**config.mk**
```make
export PLATFORM = sky130hd
export DESIGN_NAME = bcd_cascade_counter
export DESIGN_NICKNAME = d
export VERILOG_FILES = /design/src/rtl/bcd_cascade_counter.sv
export SDC_FILE = /design/constraint.sdc
export NUM_CORES = 1
export LEC_CHECK = 0
export ABC_AREA = 1
export BUFFER_PORTS_ARGS = -buffer_cell sky130_fd_sc_hd__buf_4
export CELL_PAD_IN_SITES_DETAIL_PLACEMENT = 1
export CELL_PAD_IN_SITES_GLOBAL_PLACEMENT = 1
export CORE_MARGIN = 4
export CORE_UTILIZATION = 36
export DETAILED_ROUTE_END_ITERATION = 6
export PLACE_DENSITY = 0.8
export SLEW_MARGIN = 30
export SYNTH_ARGS = -nofsm -noshare
export SYNTH_HDL_FRONTEND = slang
export SYNTH_SLANG_ARGS = --single-unit
```
**constraint.sdc**
```tcl
create_clock -name clk -period 1.83 [get_ports clk]
set_input_delay 0 -clock clk [delete_from_list [all_inputs] [get_ports clk]]
set_output_delay 0 -clock clk [all_outputs]
set_load 0.005 [all_outputs]
```
**src/rtl/bcd_cascade_counter.sv**
```systemverilog
// Parametrised N-digit BCD up/down counter with parallel load, wrap/saturate and terminal-count strobe.
// Define BCD_CASCADE_LEAP_EN to add the Gregorian leap-year output on the low four digits.
module bcd_cascade_counter #(
    parameter int unsigned DIGITS = 4,
    parameter bit WRAP = 1'b1,
    localparam int unsigned W = 4 * DIGITS,
    parameter logic [W-1:0] RST_VAL = '0
) (
    input  logic         clk,
    input  logic         rst,
    input  logic         en,
    input  logic         up_dn,
    input  logic         load,
    input  logic [W-1:0] load_bcd,
    output logic [W-1:0] bcd_out,
    output logic         tc,
    output logic         at_max,
    output logic         at_min
`ifdef BCD_CASCADE_LEAP_EN
    ,
    output logic         leap
`endif
);

    logic [DIGITS-1:0] is_nine;
    logic [DIGITS-1:0] is_zero;
    logic [W-1:0]      bcd_next;
    logic              terminal;

    // Per-digit terminal flags from the registered count
    always_comb begin : digit_flags
        is_nine = '0;
        is_zero = '0;
        for (int k = 0; k < int'(DIGITS); k++) begin
            is_nine[k] = (bcd_out[4*k +: 4] == 4'd9);
            is_zero[k] = (bcd_out[4*k +: 4] == 4'd0);
        end
    end

    assign at_max   = &is_nine;
    assign at_min   = &is_zero;
    assign terminal = up_dn ? at_max : at_min;
    // Reset masks the strobe so a held-in-reset counter never cascades
    assign tc       = rst & en & ~load & terminal;

    // Next count: load (clamped per digit) beats a parallel-carry step beats hold
    always_comb begin : next_value
        logic       run;
        logic [3:0] d;
        logic [3:0] ld_d;
        run      = 1'b1;
        d        = '0;
        ld_d     = '0;
        bcd_next = bcd_out;
        if (load) begin
            for (int k = 0; k < int'(DIGITS); k++) begin
                ld_d = load_bcd[4*k +: 4];
                bcd_next[4*k +: 4] = (ld_d > 4'd9) ? 4'd9 : ld_d;
            end
        end else if (en && (WRAP || !terminal)) begin
            for (int k = 0; k < int'(DIGITS); k++) begin
                d = bcd_out[4*k +: 4];
                if (run) begin
                    if (up_dn) bcd_next[4*k +: 4] = is_nine[k] ? 4'd0 : d + 4'd1;
                    else       bcd_next[4*k +: 4] = is_zero[k] ? 4'd9 : d - 4'd1;
                end
                run = run & (up_dn ? is_nine[k] : is_zero[k]);
            end
        end
    end

    always_ff @(posedge clk or negedge rst) begin : count_reg
        if (!rst) bcd_out <= RST_VAL;
        else      bcd_out <= bcd_next;
    end

`ifdef BCD_CASCADE_LEAP_EN
    generate
        if (DIGITS >= 4) begin : g_leap
            // (2*tens + ones) mod 4 only depends on the tens LSB and the ones low bits
            logic [1:0] low_mod;
            logic [1:0] high_mod;
            assign low_mod  = 2'({bcd_out[4], 1'b0}) + bcd_out[1:0];
            assign high_mod = 2'({bcd_out[12], 1'b0}) + bcd_out[9:8];
            assign leap     = (low_mod == 2'd0) & ((|bcd_out[7:0]) | (high_mod == 2'd0));
        end else begin : g_no_leap
            assign leap = 1'b0;
        end
    endgenerate
`endif

endmodule

```
[After elaboration in Yosys (flattened, before gate mapping)]
Index checks and enable logic that the tools add are counted.
Storage, ports and cells
  flip-flop bits (word level): 16
  latch bits: 0
  bits in writable memories: 0
  memory bits (read-only): 0
  bits of input ports: 21
  output and inout bits: 19
  word-level logic and storage cells: 64
  memories: 0
Operators by class
  add/sub/neg operators: 8
  $mul: 0
  div/mod/pow operators: 0
  order comparisons: 4
  equality and inequality tests: 4
  shift operators: 0
  multiplexer cells: 25
  bitwise logic cells: 6
  reductions and logical operators: 13
Operator list (count)
  4-bit two-way mux: 19
  16-bit two-way mux: 2
  4-bit by 1-bit adder with 4-bit output (second input constant): 4
  4-bit == test (second input constant): 4
  4-bit > comparator (second input constant): 4
  4-bit zero test: 4
  4-bit by 1-bit subtractor with 4-bit output (second input constant): 4
  4-bit AND reduction: 2
  2-bit nonzero test: 4
  2-bit AND reduction: 3
  1-bit bitwise AND: 5
  1-bit two-way mux: 4
  1-bit inverter: 1

[Depth between registers and ports, before layout]
  word-level depth: 7
  mapped depth: 10
  mapped depth without buffers: 10

[Worst setup path after synthesis]
Ideal clock, no wire load.
  path type: register to register
  from: register bcd_out[0]
  to: register bcd_out[11]
  setup time: 0.125 ns
  arrival: 1.176 ns
  required time: 1.705 ns
  setup slack: 0.529 ns
  cell stages (with the launch flop): 9
  path buffers: 0
  period minus slack after synthesis: 1.301 ns
  cells stage by stage: dfrtp_1 -> nor2_4 -> nand2_1 -> nand2_1 -> nand2_2 -> nor2_4 -> nand2_2 -> nand3_1 -> nand3_1
On the way
  word-level cells in the longest chain between the ends: 5
  elaborated cells between the ends (all ways): 6
  those cells by class: eq/ne (1); mux (1); bitwise (1); reduce/logical (3)
Ends and longest elaborated chain
  start: declaration: RTL line 15  | output logic [W-1:0] bcd_out,
  start signal: assignment: RTL line 74  | else bcd_out <= bcd_next;
  4-bit == test or 4-bit zero test (tied branches): RTL line 35, 36
  1-bit two-way mux *: RTL line 67  | run = run & (up_dn ? is_nine[k] : is_zero[k]);
  1-bit bitwise AND *: RTL line 67
  2-bit nonzero test (no source line) *
  2-bit AND reduction (no source line) *
Every way passes the cells marked *; elsewhere a longest branch is shown, timed or not.
A chain may end at the register's enable or synchronous reset.

[Worst setup path in the final report]
  from: register bcd_out[12]
  to: output tc
On the way
  word-level cells in the longest chain between the ends: 4
  elaborated cells between the ends (all ways): 6
  those cells by class: eq/ne (1); mux (1); bitwise (1); reduce/logical (3)
Ends and longest elaborated chain
  4-bit == test or 4-bit zero test (tied branches): RTL line 35, 36
  4-bit AND reduction, on equally long branches: RTL line 40, 41
  1-bit two-way mux *: RTL line 42  | assign terminal = up_dn ? at_max : at_min;
  1-bit bitwise AND *: RTL line 44  | assign tc = rst & en & ~load & terminal;
  end: declaration: RTL line 16  | output logic tc,
Marks and branches as above.

==> metrics.yaml <==
worst_setup_path:
  worstPathArrival_ps: 1760
  crit_path_start: "bcd_out[12]$_DFFE_PN0P_"
  critical_path_buf_inv_count: 1
  slowest_stage: "dfrtp_2"
  crit_type: "reg2out"
  cpLargestDelayFamily: "simple AND/OR/NAND/NOR gates"
  cp.depth: 7
  slowest_delay_ps: 450
  critical_path_required_ps: 1830
  r2r_cells: 8
  r2r-end: "bcd_out[8]$_DFFE_PN0P_"
  crit_path_start_kind: "register"
  crit_path_frequent_cell: "nor2_4"
  regToRegSetupSlack_ps: 220
  cp-endpoint: "tc"
  r2r-start: "bcd_out[5]$_DFFE_PN0P_"
  crit_fanout: 5
  critPathCaptureType: "output pin"
  crit_chain: "nor2_4, nand3_2, or2_4, nor2_4, nor2_1, nor3_2, buf_4"
route:
  drc_errors: 0
  wl_per_cell_microns: 15.1
  vias: 1915
  antenna_left: 0
  routed_wl_mm: 5.49
  drt-initial-drc-count: 35
  vias_per_cell: 5.26
  drt_pass1_iterations: 4
power_and_ir_drop:
  power_frac_clock_pct: 21.6
  intPower_uw: 935
  power.leakage_uw: 0.00114
  switchingPower_uw: 638
  power_frac_seq_pct: 32.1
  max-vdd-ir-drop_mv: 0.339
  netSwitchingFraction_pct: 40.5
  p_comb_share_pct: 46.4
  power_density_nw_per_um2: 731
layout:
  final_cells: 364
  drive_gt1_share_pct: 34.7
  num_antenna_cells: 0
  area_growth_pct: 39.8
  largestRegisters: "bcd_out: 16 flops"
  regMostFlops: "bcd_out"
  fin_nets: 336
  largest_register_ff_count: 16
  stdcell_area_sq_um: 2150
  fill_cells: 576
run:
  drv_cap: 0
sta:
  hold_viol: 0
  worst_hold_slack_ps: 12.0
  setup_slack_ps: 72.0
  setup_violations: 0
  worst-slew-pin-transition_ps: 474
  finClkSkew_ps: 4.13
  timing.final.crit_share_pct: 96.1
  fin_crit_ps: 1760
  fmax_ghz: 0.569
  slew_viol_final: 0
  max_slew_margin_pct: 68.4
global_routing:
  grt_pass1_vias: 1815
  gr-total-overflow: 0
  grt_max_degree: 22
  grt_pass1_wl_mm: 8.48
  grt_usage_pct: 19.6
  antenna_found_initial: 0
clock_tree:
  cts_root_buffer: "clkbuf_8"
  cts_max_path_buffers: 2
  htreeDepth: 1
  cts_buffers: 3
  tritoncts: "done"
  clk_latency_ps: 260
  clkTransAtPathRegs_ps: 70
  cts.sinks: 16
floorplanning:
  die_area_sq_um: 5390
  io_pins: 40
  core_sq_um: 4060
  die_h_microns: 73.4
  rows: 23
  die_w_microns: 73.4
  start_util_pct: 38.0
synth:
  yosysTopAreaCell: "dfrtp_1"
  synth-main-ff-cell: "dfrtp_1"
  syn_area_per_cell_sq_um: 6.04
  yosys_warnings: 0
  async_flop_share_pct: 100
  synth_cell_type_count: 26
  synth-seq-cells: 16
  postSynthCellCount: 255
  syn-num-nets: 276
  synth.yosys.seq_area_share_pct: 26.0
  synthTopCellsByArea: "dfrtp_1 26%, nand2_1 21%, nand3_1 10%"
  synth_area_sq_um: 1540
  synth-edff-count: 0
  synthDominantCellAreaShare_pct: 26.0
placed_design:
  dp_slack_ps: 300
  hpwl_mm: 3.64
  dpl.cell_count: 339
  gp_congestion: 0.755
  portBuffers: 39
  dpl_cell_area_sq_um: 1870
outcome:
  status: "finished, final reports clean"
min_path:
  hold_class: "in2reg"
-- cell usage in the layout, fill, tap and decap left out, types with 3 or more instances in the layout --
cell type / instances
a21oi_1: 7
inv_1: 25
nor3_1: 3
clkbuf_8: 4
nor2_2: 3
nor2_1: 16
nand3_2: 3
a22oi_1: 3
buf_4: 60
inv_2: 6
a31oi_1: 4
dfrtp_1: 3
nand4_1: 5
nand2_2: 6
nand3_1: 29
nor2_4: 7
xor2_1: 3
dfrtp_2: 13
nand2_1: 85
o21ai_0: 17
-- per-layer routing --
| layer | up-vias | routed length, microns | track usage (%) |
|---|---|---|---|
| met3 | 10 | 230 | 2.19 |
| li1 | 949 | - | - |
| met1 | 915 | 2290 | 24.2 |
| met4 | 0 | 109 | 4.23 |
| met2 | 41 | 2860 | 36.1 |
| met5 | - | 0 | 0 |
-- power groups by stage --
stage	combinational [uW]	sequential [uW]	clock [uW]
floorplan	370	497	0
global placement	580	506	0
detailed placement	591	511	0
CTS	611	507	339
global route	823	515	360
finish	730	504	339
-- synthesized netlist by cell type (4+ instances only) --
library cell / instances
nor2_2: 5
nand4_1: 5
nor2_1: 18
inv_1: 28
o21ai_0: 17
nand2_2: 6
nand3_1: 32
a21oi_1: 7
nand2_1: 85
dfrtp_1: 16
nor3_1: 4
a31oi_1: 4
-- worst reg2reg max path, cell delays in order (launching register included) --
cell and delay, ps:
dfrtp_1 450, nor2_1 280, nand2_1 150, nand2_1 110, nand2_2 80, nor2_4 120, nand2_2 110, nand3_1 120
nand2_1 80
-- metrics by stage --
step	util, %	TNS (ps)	power [uW]
after global routing	53.1	-13.7	1700
after global placement	46.1	0	1090
after detailed placement	46.1	0	1100
after floorplan	-	0	867
after CTS	48.4	0	1460
final	53.1	0	1570
-- final cells by class --
| type | instances | area (sq um) | share of cell area [%] |
|---|---|---|---|
| clock buffers | 4 | 55.1 | 2.56 |
| inverters | 31 | 116 | 5.40 |
| multi-input cells | 201 | 1030 | 47.9 |
| flip-flops and latches | 16 | 417 | 19.3 |
| well taps | 50 | 62.6 | 2.91 |
| repair buffers | 62 | 470 | 21.8 |
-- timing repair --
| item | in CTS | in global routing |
|---|---|---|
| setup endpoints to repair | 1 | 1 |
| hold endpoints to repair | 17 | 0 |
| setup buffers | 1 | 18 |
| pin swaps | 1 | 6 |
| hold buffers | 2 | 0 |
| resized for setup | 3 | 24 |
-- worst min path at each step --
stage                           start                endpoint  cells past startpoint
after CTS                 load_bcd[7]  bcd_out[7]$_DFFE_PN0P_                      3
after global placement            rst  bcd_out[6]$_DFFE_PN0P_                      1
after global routing      load_bcd[7]  bcd_out[7]$_DFFE_PN0P_                      3
after detailed placement          rst  bcd_out[4]$_DFFE_PN0P_                      1
after floorplan                   rst  bcd_out[0]$_DFFE_PN0P_                      0
final                     load_bcd[7]  bcd_out[7]$_DFFE_PN0P_                      3
-- cell families (layout without fill, tap and decap cells) --
group | Yosys count | in the layout | synth area share (%)
compound gates | 35 | 35 | 13.1
xor+xnor | 3 | 3 | 1.71
buf+inv | 38 | 97 | 10.1
flops | 16 | 16 | 26.0
simple gates | 163 | 163 | 49.1
No activity file was read; power rests on OpenSTA's default activity.
